--- config.mk ---
export PLATFORM = sky130hd
export DESIGN_NAME = tcdm_bank_arbiter_ctrl
export DESIGN_NICKNAME = d
export VERILOG_FILES = /design/src/rtl/tcdm_bank_arbiter_ctrl.sv
export SDC_FILE = /design/constraint.sdc
export NUM_CORES = 1
export LEC_CHECK = 0
export BUFFER_PORTS_ARGS = -buffer_cell sky130_fd_sc_hd__buf_2
export CAP_MARGIN = 30
export CORE_AREA = 4 4 155 157
export DETAILED_ROUTE_END_ITERATION = 7
export DIE_AREA = 0 0 159 161
export REMOVE_ABC_BUFFERS = 1
export SLEW_MARGIN = 10
export SYNTH_ARGS = -nofsm -noshare
export SYNTH_HDL_FRONTEND = slang
export SYNTH_SLANG_ARGS = --single-unit
--- constraint.sdc ---
create_clock -name clk_i -period 2.5 [get_ports clk_i]
set_clock_uncertainty 0.15 [all_clocks]
set_input_delay 0.25 -clock clk_i [delete_from_list [all_inputs] [get_ports clk_i]]
set_output_delay 0.25 -clock clk_i [all_outputs]
set_load 0.02 [all_outputs]
--- src/rtl/tcdm_bank_arbiter_ctrl.sv ---
// Round-robin arbiter sharing one 1-cycle-latency TCDM bank among NbReq requesters, with zero-fill sequencing.
// Optional per-requester stall counters are enabled with `define TCDM_ARB_PERF_EN.
module tcdm_bank_arbiter_ctrl #(
  parameter int unsigned NbReq     = 4,
  parameter int unsigned BankSize  = 256,
  parameter int unsigned DataWidth = 32,
  parameter int unsigned AddrWidth = 32,
  parameter int unsigned CntWidth  = 16
) (
  input  logic                           clk_i,
  input  logic                           rst_i,
  input  logic                           init_i,
  output logic                           init_done_o,
  input  logic [NbReq-1:0]               req_i,
  output logic [NbReq-1:0]               gnt_o,
  input  logic [NbReq-1:0]               wen_i,
  input  logic [NbReq*AddrWidth-1:0]     add_i,
  input  logic [NbReq*DataWidth-1:0]     data_i,
  input  logic [NbReq*DataWidth/8-1:0]   be_i,
  output logic [NbReq-1:0]               r_valid_o,
  output logic [DataWidth-1:0]           r_data_o,
  output logic                           mem_req_o,
  output logic                           mem_we_o,
  output logic [$clog2(BankSize)-1:0]    mem_addr_o,
  output logic [DataWidth-1:0]           mem_wdata_o,
  output logic [DataWidth/8-1:0]         mem_be_o,
  input  logic [DataWidth-1:0]           mem_rdata_i
`ifdef TCDM_ARB_PERF_EN
  ,
  output logic [NbReq*CntWidth-1:0]      stall_cnt_o,
  input  logic                           clr_cnt_i
`endif
);

  localparam int unsigned BankAw = $clog2(BankSize);
  localparam int unsigned IdxW   = $clog2(NbReq);
  localparam int unsigned BeW    = DataWidth / 8;

  typedef enum logic {ST_INIT, ST_RUN} state_e;

  state_e               state_q, state_d;
  logic [BankAw-1:0]    cnt_q, cnt_d;
  logic [IdxW-1:0]      rr_ptr_q, rr_ptr_d;
  logic [NbReq-1:0]     r_valid_q, r_valid_d;
  logic                 init_done_q, init_done_d;

  logic [BankAw-1:0]    word_addr [NbReq];
  logic [DataWidth-1:0] wdata_arr [NbReq];
  logic [BeW-1:0]       be_arr    [NbReq];
  logic [IdxW-1:0]      win;
  logic                 found;
  logic                 grant_en;
  logic                 unused_addr;

  function automatic logic [IdxW-1:0] rr_idx(input logic [IdxW-1:0] base, input int unsigned k);
    int unsigned s;
    s = 32'(base) + k;
    if (s >= NbReq) s = s - NbReq;
    return IdxW'(s);
  endfunction

  always_comb begin
    for (int unsigned i = 0; i < NbReq; i++) begin
      word_addr[i] = add_i[i*AddrWidth+2 +: BankAw];
      wdata_arr[i] = data_i[i*DataWidth +: DataWidth];
      be_arr[i]    = be_i[i*BeW +: BeW];
    end
  end

  // Address bits outside the word index are deliberately ignored.
  assign unused_addr = ^add_i;

  always_comb begin
    win   = '0;
    found = 1'b0;
    for (int unsigned k = 0; k < NbReq; k++) begin
      if (!found && req_i[rr_idx(rr_ptr_q, k)]) begin
        found = 1'b1;
        win   = rr_idx(rr_ptr_q, k);
      end
    end
  end

  assign grant_en = (state_q == ST_RUN) && found;
  assign gnt_o    = grant_en ? (NbReq'(1) << win) : '0;

  always_comb begin
    mem_req_o   = 1'b0;
    mem_we_o    = ~wen_i[win];
    mem_addr_o  = word_addr[win];
    mem_wdata_o = wdata_arr[win];
    mem_be_o    = be_arr[win];
    if (state_q == ST_INIT) begin
      // The reset state is already INIT, so the fill request is held off while rst_i is high.
      mem_req_o   = ~rst_i;
      mem_we_o    = 1'b1;
      mem_addr_o  = cnt_q;
      mem_wdata_o = '0;
      mem_be_o    = '1;
    end else begin
      mem_req_o   = grant_en;
    end
  end

  always_comb begin
    state_d     = state_q;
    cnt_d       = cnt_q;
    rr_ptr_d    = rr_ptr_q;
    init_done_d = init_done_q;
    r_valid_d   = gnt_o;
    case (state_q)
      ST_INIT: begin
        cnt_d = cnt_q + 1'b1;
        if (cnt_q == BankAw'(BankSize - 1)) begin
          state_d     = ST_RUN;
          cnt_d       = '0;
          init_done_d = 1'b1;
        end
      end
      ST_RUN: begin
        if (init_i) begin
          state_d     = ST_INIT;
          cnt_d       = '0;
          init_done_d = 1'b0;
        end
      end
      default: state_d = ST_INIT;
    endcase
    if (grant_en) rr_ptr_d = (win == IdxW'(NbReq - 1)) ? '0 : win + 1'b1;
  end

  always_ff @(posedge clk_i or posedge rst_i) begin
    if (rst_i) begin
      state_q     <= ST_INIT;
      cnt_q       <= '0;
      rr_ptr_q    <= '0;
      r_valid_q   <= '0;
      init_done_q <= 1'b0;
    end else begin
      state_q     <= state_d;
      cnt_q       <= cnt_d;
      rr_ptr_q    <= rr_ptr_d;
      r_valid_q   <= r_valid_d;
      init_done_q <= init_done_d;
    end
  end

  assign r_valid_o   = r_valid_q;
  assign r_data_o    = mem_rdata_i;
  assign init_done_o = init_done_q;

`ifdef TCDM_ARB_PERF_EN
  logic [CntWidth-1:0] stall_q [NbReq];
  logic [CntWidth-1:0] stall_d [NbReq];

  always_comb begin
    stall_cnt_o = '0;
    for (int unsigned i = 0; i < NbReq; i++) begin
      stall_d[i] = stall_q[i];
      if (clr_cnt_i) stall_d[i] = '0;
      else if (req_i[i] && !gnt_o[i] && (stall_q[i] != '1)) stall_d[i] = stall_q[i] + 1'b1;
      stall_cnt_o[i*CntWidth +: CntWidth] = stall_q[i];
    end
  end

  always_ff @(posedge clk_i or posedge rst_i) begin
    if (rst_i) begin
      for (int unsigned i = 0; i < NbReq; i++) stall_q[i] <= '0;
    end else begin
      for (int unsigned i = 0; i < NbReq; i++) stall_q[i] <= stall_d[i];
    end
  end
`endif

endmodule

==> summary.md <==
| Metric | Value |
|---|---|
| Relative slew slack | `55.59%` |
| Slew Viols, Final | `0` |
| Critical path required time | `2.10 ns` |
| Routability cong. | `0.8376` |
| Max-cap violations | `0` |
| Die area | `between 20,000 and 30,000 um^2` |
| Final-report hold violation count | `16` |
| Detailed route wirelength on metal2 | `6931 um` |
| Yosys warning count | `0` |
| RSZ-0062 raised after global routing | `yes` |
| TritonCTS clock tree | `built` |
| Maximum net fanout on the critical path | `36` |
| Met3 WL | `1572 um` |
| Total number of vias | `3,800` |
| Setup violators final | `4` |
| Aggregate global-route resource usage | `9.821%` |
| CP max stage delay | `0.41 ns` |
| Share of cells above drive strength 1 | `53.32%` |
| Pre-antenna DRT Iters | `4` |
| Drt wl/cell | `17.08 um` |
| # diodes | `0` |
| WL met1 | `6082 um` |
| Final hold slack | `-0.01545 ns` |
| CP bufs+invs | `3` |
| Leakage | `2.303 nW` |
| Critical path's slowest cell | `dfrtp_2` |
| Final worst setup slack | `-0.04009 ns` |
| Post-synthesis instance total | `377` |
| Max layer used | `met5` |
| Die height | `161 um` |
| Seq/Total Area, Yosys | `15.07%` |
| Avg Inst Size Synth | `about 7.0 um^2` |
| Root buf cell | `clkbuf_16` |
| Skew-Pair Late Insertion Delay | `approximately 0.24 ns` |
| Core area | `22,500 um^2` |
| Status | `finished, violations left` |
| First-pass GRT wire length | `around 20,000 um` |
| Peak Freq | `slightly below 0.4 GHz` |
| Worst Max-Slew Pin Slew | `0.6655 ns` |
| Pre-CTS setup slack | `approximately 0.057 ns` |
| Largest net degree at the start of global routing | `39` |
| Routed Antenna Nets | `0` |
| Failing checks | `negative hold slack, negative setup slack` |
| GRT overflow | `0` |
| Commonest non-fill, non-tap cell in the layout | `buf_2` |
| Critical path cell sequence | `nor2b_4, a21o_1, a211oi_4, inv_4, buf_12, a311oi_1, buf_2` |
| Initial antenna violation count | `2` |
| HPWL Detailed | `11,450 um` |
| CP Data Arrival Time | `roughly 2.1 ns` |
| Num rows | `55` |
| Cell Area, Synth | `2656 um^2` |
| Total Wirelength | `around 15,000 um` |
| Yosys cell types | `37` |
| Crit. End Element | `output pin` |
| Max clock buf depth | `2` |
| Min cycle time layout | `2.540 ns` |
| H-tree depth | `1` |
| CTS Buf Count | `3` |
| Crit Path Category | `flop to output pin` |
| Crit start category | `flop` |
| Peak VDD IR | `0.2307 mV` |
| DRC | `0` |
| FF+latch count, synth | `16` |
| Initial Util | `11.80%` |
| Util after Layout | `20.27%` |
| Fin cells | `between 800 and 900` |
| Vias in the first global route | `3,686` |
| Final net count | `approximately 900` |
| Area Growth Syn to Fin | `71.69%` |
| Inst Count DP | `856` |
| Worst Hold Class | `primary input to async pin` |
| Delay-heaviest family, CP | `compound AO/OA/AOI/OAI gates` |
| Clock sinks | `16` |
| Final period util | `101.6%` |
| Die width | `159 um` |
| # IOs | `402` |
| PD cells | `around 740 nW/um^2` |
| Vias per cell | `about 4.4` |
| Number of port buffers | `241` |
| DRT iter0 DRCs | `130` |
| Clock Pin Slew Worst Setup and Hold Paths | `0.05 ns` |
| Commonest non-fill, non-tap cells in the layout | `227 x buf_2, 78 x nand2_1, 42 x and3_1` |
## cells by family (layout without fill, tap and decap cells)
kind of cell,Yosys count,count (layout),share of synthesized area [%]
and+or+nand+nor,149,149,26.38
AOI/OAI and AO/OA,115,115,33.30
buffers and inverters,73,283,15.83
muxes,17,17,6.406
DFF,16,16,15.07
adders and majority gates,5,5,2.355
xor gates and xnor gates,2,2,0.6596
## metrics by stage
step,setup TNS [ns],cell area [um^2],hold WS [ns],total power [mW]
6_report,-0.09538,4561,-0.01545,3.379
2_1_floorplan,-28.67,2258,0.01374,1.620
4_1_cts,-0.2294,4173,0.01262,2.931
3_3_place_gp,0,4055,0.2744,2.524
5_1_grt,-3.397,4561,0.04302,3.647
3_5_place_dp,0,4055,0.2758,2.538
## state kept, by name, summed over array words and instances (netlist names)
name / cells
cnt_q: 8
init_done_o: 1
r_valid_o: 4
rr_ptr_q: 2
state_q: 1
## worst paths after layout
| path | startpoint | to | slack [ns] | cells after the start |
|---|---|---|---|---|
| hold reg to reg | cnt_q[3]$_DFFE_PP0P_ | cnt_q[3]$_DFFE_PP0P_ | 0.38 | 1 |
| min in group clk_i | init_i | init_done_o$_DFFE_PP0P_ | 0.10 | 2 |
| max in group asynchronous | rst_i | rr_ptr_q[0]$_DFFE_PP0P_ | 1.75 | 2 |
| setup / recovery | rr_ptr_q[0]$_DFFE_PP0P_ | mem_wdata_o[8] | -0.04 | 7 |
| setup reg to reg | rr_ptr_q[0]$_DFFE_PP0P_ | r_valid_o[0]$_DFF_PP0_ | 0.55 | 7 |
| hold / removal | rst_i | rr_ptr_q[1]$_DFFE_PP0P_ | -0.02 | 2 |
## synth_stat cells (all sizes together)
master / number / area, um^2
buf: 48 / 326.6
nor2b: 3 / 18.77
and3: 42 / 262.8
xor2: 1 / 8.760
o221ai: 7 / 61.31
a41oi: 1 / 8.760
a311oi: 33 / 289.0
a211o: 2 / 17.52
nand3: 2 / 10.01
nor2: 10 / 40.04
or4: 1 / 7.510
and2: 6 / 37.54
inv: 6 / 22.52
o22ai: 1 / 6.260
a21o: 1 / 7.510
a41o: 1 / 10.01
ha: 5 / 62.56
clkbuf: 19 / 71.32
nand2: 83 / 311.6
o21ai: 16 / 80.07
a21oi: 3 / 15.01
nand4: 1 / 6.260
xnor2: 1 / 8.760
a211oi: 44 / 342.8
o21a: 2 / 15.01
o2bb2ai: 1 / 8.760
mux2i: 17 / 170.2
a31oi: 2 / 12.51
dfrtp: 16 / 400.4
nor4: 1 / 6.260
o311a: 1 / 10.01
## routing by layer
metal	track usage (%)	vias to the layer above
li1	-	1807
met1	11.85	1742
met2	16.25	227
met3	4.108	20
met4	2.288	4
met5	0.9470	-
## layout make-up
cell class                      instances  area (um^2)
Fill cell                            2531        17940
Multi-Input combinational cell        288         2002
Timing Repair Buffer                  273         1682
Sequential cell                        16        401.6
Tap cell                              285        356.6
Clock buffer                            4        88.84
Inverter                                6        30.03
## where the power goes
group          internal, mW  switching (mW)  leakage, nW  total [mW]
Clock                 0.243           0.107       0.0442       0.350
Sequential            0.329          0.0925        0.209       0.421
Combinational          1.16            1.45         2.05        2.61
## what timing repair did
action	4_1_cts	5_1_grt
setup buffers	0	8
gates resized for setup	8	56
cloned	0	5
hold buffers	0	0
endpoints found under the setup margin	44	48
pin swaps	3	9
Power figures use the tool's default switching activity.
